--- config.mk ---
export PLATFORM = sky130hd
export DESIGN_NAME = dram_arbiter
export DESIGN_NICKNAME = d
export VERILOG_FILES = /design/src/rtl/dram_arbiter.sv
export SDC_FILE = /design/constraint.sdc
export NUM_CORES = 1
export LEC_CHECK = 0
export CELL_PAD_IN_SITES_DETAIL_PLACEMENT = 0
export CELL_PAD_IN_SITES_GLOBAL_PLACEMENT = 1
export CORE_MARGIN = 2
export CORE_UTILIZATION = 15
export DETAILED_ROUTE_END_ITERATION = 10
export GPL_TIMING_DRIVEN = 0
export PLACE_DENSITY = 0.82
export SKIP_LAST_GASP = 1
export SLEW_MARGIN = 20
export SYNTH_ARGS = -nofsm -noshare
export SYNTH_HDL_FRONTEND = slang
export SYNTH_SLANG_ARGS = --single-unit
--- constraint.sdc ---
create_clock -name clk -period 1.7 [get_ports clk]
set_input_delay 0.34 -clock clk [delete_from_list [all_inputs] [get_ports clk]]
set_output_delay 0.34 -clock clk [all_outputs]
set_load 0.01 [all_outputs]
--- src/rtl/dram_arbiter.sv ---
// Two-port round-robin arbiter in front of a single-port 1-cycle-latency data RAM.
// Port 0 is the core load/store unit, port 1 the debug/loader master.
module dram_arbiter #(
  parameter int ADDR_WIDTH = 13,
  parameter int DATA_WIDTH = 32,
  parameter int BE_WIDTH   = DATA_WIDTH / 8
) (
  input  logic                  clk,
  input  logic                  rst,

  input  logic                  m0_req_valid,
  output logic                  m0_req_ready,
  input  logic                  m0_req_we,
  input  logic [ADDR_WIDTH-1:0] m0_req_addr,
  input  logic [DATA_WIDTH-1:0] m0_req_wdata,
  input  logic [BE_WIDTH-1:0]   m0_req_be,
  output logic                  m0_rsp_valid,
  output logic [DATA_WIDTH-1:0] m0_rsp_rdata,

  input  logic                  m1_req_valid,
  output logic                  m1_req_ready,
  input  logic                  m1_req_we,
  input  logic [ADDR_WIDTH-1:0] m1_req_addr,
  input  logic [DATA_WIDTH-1:0] m1_req_wdata,
  input  logic [BE_WIDTH-1:0]   m1_req_be,
  output logic                  m1_rsp_valid,
  output logic [DATA_WIDTH-1:0] m1_rsp_rdata,

  output logic [ADDR_WIDTH-1:0] ram_addr,
  output logic [DATA_WIDTH-1:0] ram_wr_data,
  output logic                  ram_wr_en,
  output logic [BE_WIDTH-1:0]   ram_wr_byte_en,
  input  logic [DATA_WIDTH-1:0] ram_rd_data
);

  logic                  last_grant;
  logic [1:0]            rsp_pend;
  logic [1:0]            rsp_rd;
  logic [ADDR_WIDTH-1:0] addr_hold;
  logic                  gnt0;
  logic                  gnt1;

  // Stage p0: combinational arbitration and RAM drive in the request cycle
  always_comb begin
    gnt0 = 1'b0;
    gnt1 = 1'b0;
    if (!rst) begin
      if (m0_req_valid && m1_req_valid) begin
        gnt0 = last_grant;
        gnt1 = ~last_grant;
      end else begin
        gnt0 = m0_req_valid;
        gnt1 = m1_req_valid;
      end
    end
  end

  assign m0_req_ready = gnt0;
  assign m1_req_ready = gnt1;

  // Idle cycles keep the last address so the RAM output does not toggle.
  always_comb begin
    ram_addr       = addr_hold;
    ram_wr_data    = '0;
    ram_wr_en      = 1'b0;
    ram_wr_byte_en = '0;
    if (gnt0) begin
      ram_addr       = m0_req_addr;
      ram_wr_data    = m0_req_wdata;
      ram_wr_en      = m0_req_we;
      ram_wr_byte_en = m0_req_be;
    end else if (gnt1) begin
      ram_addr       = m1_req_addr;
      ram_wr_data    = m1_req_wdata;
      ram_wr_en      = m1_req_we;
      ram_wr_byte_en = m1_req_be;
    end
  end

  always_ff @(posedge clk) begin
    if (rst) begin
      last_grant <= 1'b1;
      rsp_pend   <= 2'b00;
      rsp_rd     <= 2'b00;
      addr_hold  <= '0;
    end else begin
      rsp_pend <= {gnt1, gnt0};
      rsp_rd   <= {gnt1 & ~m1_req_we, gnt0 & ~m0_req_we};
      if (gnt0 || gnt1) begin
        last_grant <= gnt1;
        addr_hold  <= ram_addr;
      end
    end
  end

  // Stage p1: route RAM read data to the requester granted one cycle earlier
  assign m0_rsp_valid = rsp_pend[0] & ~rst;
  assign m1_rsp_valid = rsp_pend[1] & ~rst;
  assign m0_rsp_rdata = (rsp_rd[0] && !rst) ? ram_rd_data : '0;
  assign m1_rsp_rdata = (rsp_rd[1] && !rst) ? ram_rd_data : '0;

endmodule

==> results of run 1 <==
layout by cell type, fill, tap and decap left out, types with 12 or more instances in the layout:
cell type	instances
clkdlybuf4s50_1	132
buf_2	60
and2_1	56
buf_6	43
a22o_1	35
and2_4	20
clkbuf_2	18
dfxtp_1	15
buf_4	13
nor3b_1	13
nor3_1	13
dlygate4sd2_1	13
a221o_1	12
o22ai_1	12
tightest hold or removal path, delay by kind of cell:
family | cells | cell delay, ns
AO/OA/AOI/OAI | 1 | 0.10
buffers and inverters | 1 | 0.15
AND/OR/NAND/NOR | 1 | 0.07
power groups by stage:
stage / clock (mW) / combinational [mW] / sequential [mW]
floorplan: 0 / 0.324 / 0.468
global placement: 0 / 0.942 / 0.470
detailed placement: 0 / 0.949 / 0.471
CTS: 0.550 / 0.958 / 0.462
global route: 0.562 / 1.05 / 0.467
finish: 0.535 / 0.991 / 0.463
worst paths after layout:
| path | from | to | slack [ns] | cells after the start |
|---|---|---|---|---|
| min | m1_req_valid | last_grant | 0.44 | 3 |
| max | last_grant | ram_addr[3] | -0.25 | 6 |
| max reg2reg | last_grant | addr_hold[8] | 0.24 | 5 |
| min reg2reg | addr_hold[2] | addr_hold[2] | 0.46 | 2 |
cells by family (layout without fill, tap and decap cells):
family,Yosys count,count (layout),share of synthesized area
and+or+nand+nor,115,115,0.401
buffers and inverters,27,313,0.0839
AOI/OAI and AO/OA,68,68,0.316
DFF,18,18,0.200
cell type report:
cell class	count	area (um2)
sequential	18	364
multi-input combinational	183	1400
inverter	1	3.75
fill	1216	7020
buffer	23	235
timing repair buffer	285	2570
clock buffer	4	88.8
tap	147	184
sequential cells by signal (all words and copies together), names as in the netlist:
signal,flops
addr_hold,13
rsp_pend,2
rsp_rd,2
last_grant,1
routing by layer:
layer | GRT usage | up-vias | wire length (um)
met5 | 0 | - | 0
met4 | 0.0325 | 0 | 176
met3 | 0.0414 | 12 | 1030
met2 | 0.323 | 159 | 6230
met1 | 0.184 | 1397 | 4560
li1 | - | 1414 | -
what timing repair did:
action / in CTS / in global routing
buffers inserted: 17 / 14
gates resized for setup: 338 / 189
endpoints found under the hold margin: 0 / 0
pin swaps: 7 / 29
gates cloned: 4 / 4
setup endpoints to repair: 128 / 109
per-stage QoR:
step,TNS [ns],util,total power [mW]
after floorplan,0,-,0.791
after global routing,-14.77,0.409,2.08
final,-9.64,0.409,1.99
after detailed placement,-97.01,0.380,1.42
after global placement,-97.35,0.380,1.41
after CTS,-19.62,0.405,1.97
==> impl_results.md, run 1 <==
* P_sw at 0.572 mW
* Post-Syn Area per Cell at 7.92 um2
* Status: complete, but fails checks
* Type of destination of the critical path: output pin
* Most instantiated library cell after synthesis: and2_1
* Asr flop ratio synth at 0
* Maximum fanout count along the critical path at 5
* Initial antenna violation count at 0
* Sequential Power Share at 0.233
* Total overflow reported by the global router at 0
* Sum of routed wire length over all layers at 12000 um
* Number of buffers and inverters on the critical path at 3
* Die outline height at 114 um
* Detailed placement HPWL at 9220 um
* Remaining routing DRC violations at 0
* Number of DRC violations after detailed-routing iteration 0 at 162
* Part of the power in the clock network at 0.269
* Number of cells in the finished layout apart from fillers at 661
* Type of the worst setup path: reg -> out
* Maximum resistive drop on vdd at 0.000500 V
* Quantity of hold-fixing buffers added after cts at 0
* CP cell instances: nor2b_2 > nor3b_4 > buf_6 > buf_8 > a221o_1 > buf_2
* Share of total power consumed by net switching at 0.288
* Power share of the combinational group at 0.498
* Core region area at 0.0119 mm2
* Number of flip-flops and latches in the synthesized netlist at 18
* Placed instance area at 0.00450 mm2
* Layout Cell Area excl Fill at 0.00485 mm2
* Final hold viol count at 0
* Later-pin clock latency in the skew report at 0.25 ns
* CTS buffer count at 3
* Critical-path cell with the highest stage delay: dfxtp_2
* Clock edge transition at the registers on the reported setup and hold paths at 0.06 ns
* Post-synth top area share at 0.263
* Number of max-slew violations in the final report at 0
* Post-detailed-route via-to-cell ratio at 4.51
* Maximum number of buffers from clock root to sink at 2
* Final critical path time including I/O delays and setup at 1.95 ns
* Sequential fraction of the synthesis area at 0.200
* Tightest slew margin relative to the limit at 0.602
* Worst setup skew after layout at 0.00155 ns
* First-pass DRT Iterations at 6
* Post-Synthesis Net Count at 364
* Pin count of the biggest net entering global routing at 11
* Antenna cell count at 0
* Upper clock frequency limit at 513 MHz
* Most area-consuming cells after synthesis: and2_1 (26%), dfxtp_1 (20%), a22o_1 (18%), a221o_1 (6.7%), nor3b_1 (5.4%)
* Worst slew pin tran at 0.598 ns
* Dominant delay contributor by cell family on the critical path: buffers and inverters
* Via count of the first global-routing pass at 2994
* I/O pin total at 254
* Finish-stage setup viols at 65
* Global placer's final weighted congestion at 0.897
* Remaining number of nets flagged by the antenna check after routing at 0
* Number of max-cap violations at 0
* First-pass GRT wire length at 17100 um
* Mapped Cells at 228
* Minimum hold slack at 0.440 ns
* Arrival time worst endpoint at 1.61 ns
* Number of nets in the finished design at 651
* Nature of the critical path startpoint: register
* EDFF count, synth at 0
* Final period util at 1.15
* Synthesis-to-finish area growth at 168%
* Htree depth at 1
* Overall track demand over capacity in global routing at 0.167
* Required @ worst endpoint at 1.36 ns
* X dimension of the die at 114 um
* Path type of the worst min-delay path: in -> reg
* Worst setup margin at -0.250 ns
* Total of warnings raised by yosys at 0
* Worst setup slack before clock tree synthesis at -1.26 ns
* Post-synth top cells: and2_1 (76), a22o_1 (37), dfxtp_1 (18)
* Number of input and output port buffers inserted at 251
* DIE AREA at 0.0129 mm2
* Initial cell density of the core at 0.152
* CTS tree: yes
* Primary FF master, synth: dfxtp_1
* Total instance count after detailed placement at 626
* CTS root buffer: clkbuf_16
* Yosys top cell by area: and2_1
* Share of post-route cells with drive strength above 1 at 0.374
* DR vias at 2982
* Maximum cell stage delay along the critical path at 0.33 ns
* Netlist cell types at 24
* Setup repair after global routing missed its margin: yes
* Leak Pwr at 2.28 nW
* Cell Rows at 40
* CTS sink cnt at 18
* Violations in the final reports: setup timing
* Internal Pwr Total at 1.42 mW
* Power Density at 411 mW/mm2
* Routed wire length per instance at 18.1 um
* Post-synthesis instance area at 0.00181 mm2
Note: power is estimated with default switching activity, not from simulation.
==> run 2: changes to the inputs <==
- HOLD_SLACK_MARGIN: default -> 0.12
==> results of run 2 <==
The final DEF is identical to that of run 1; final timing and power are the same.
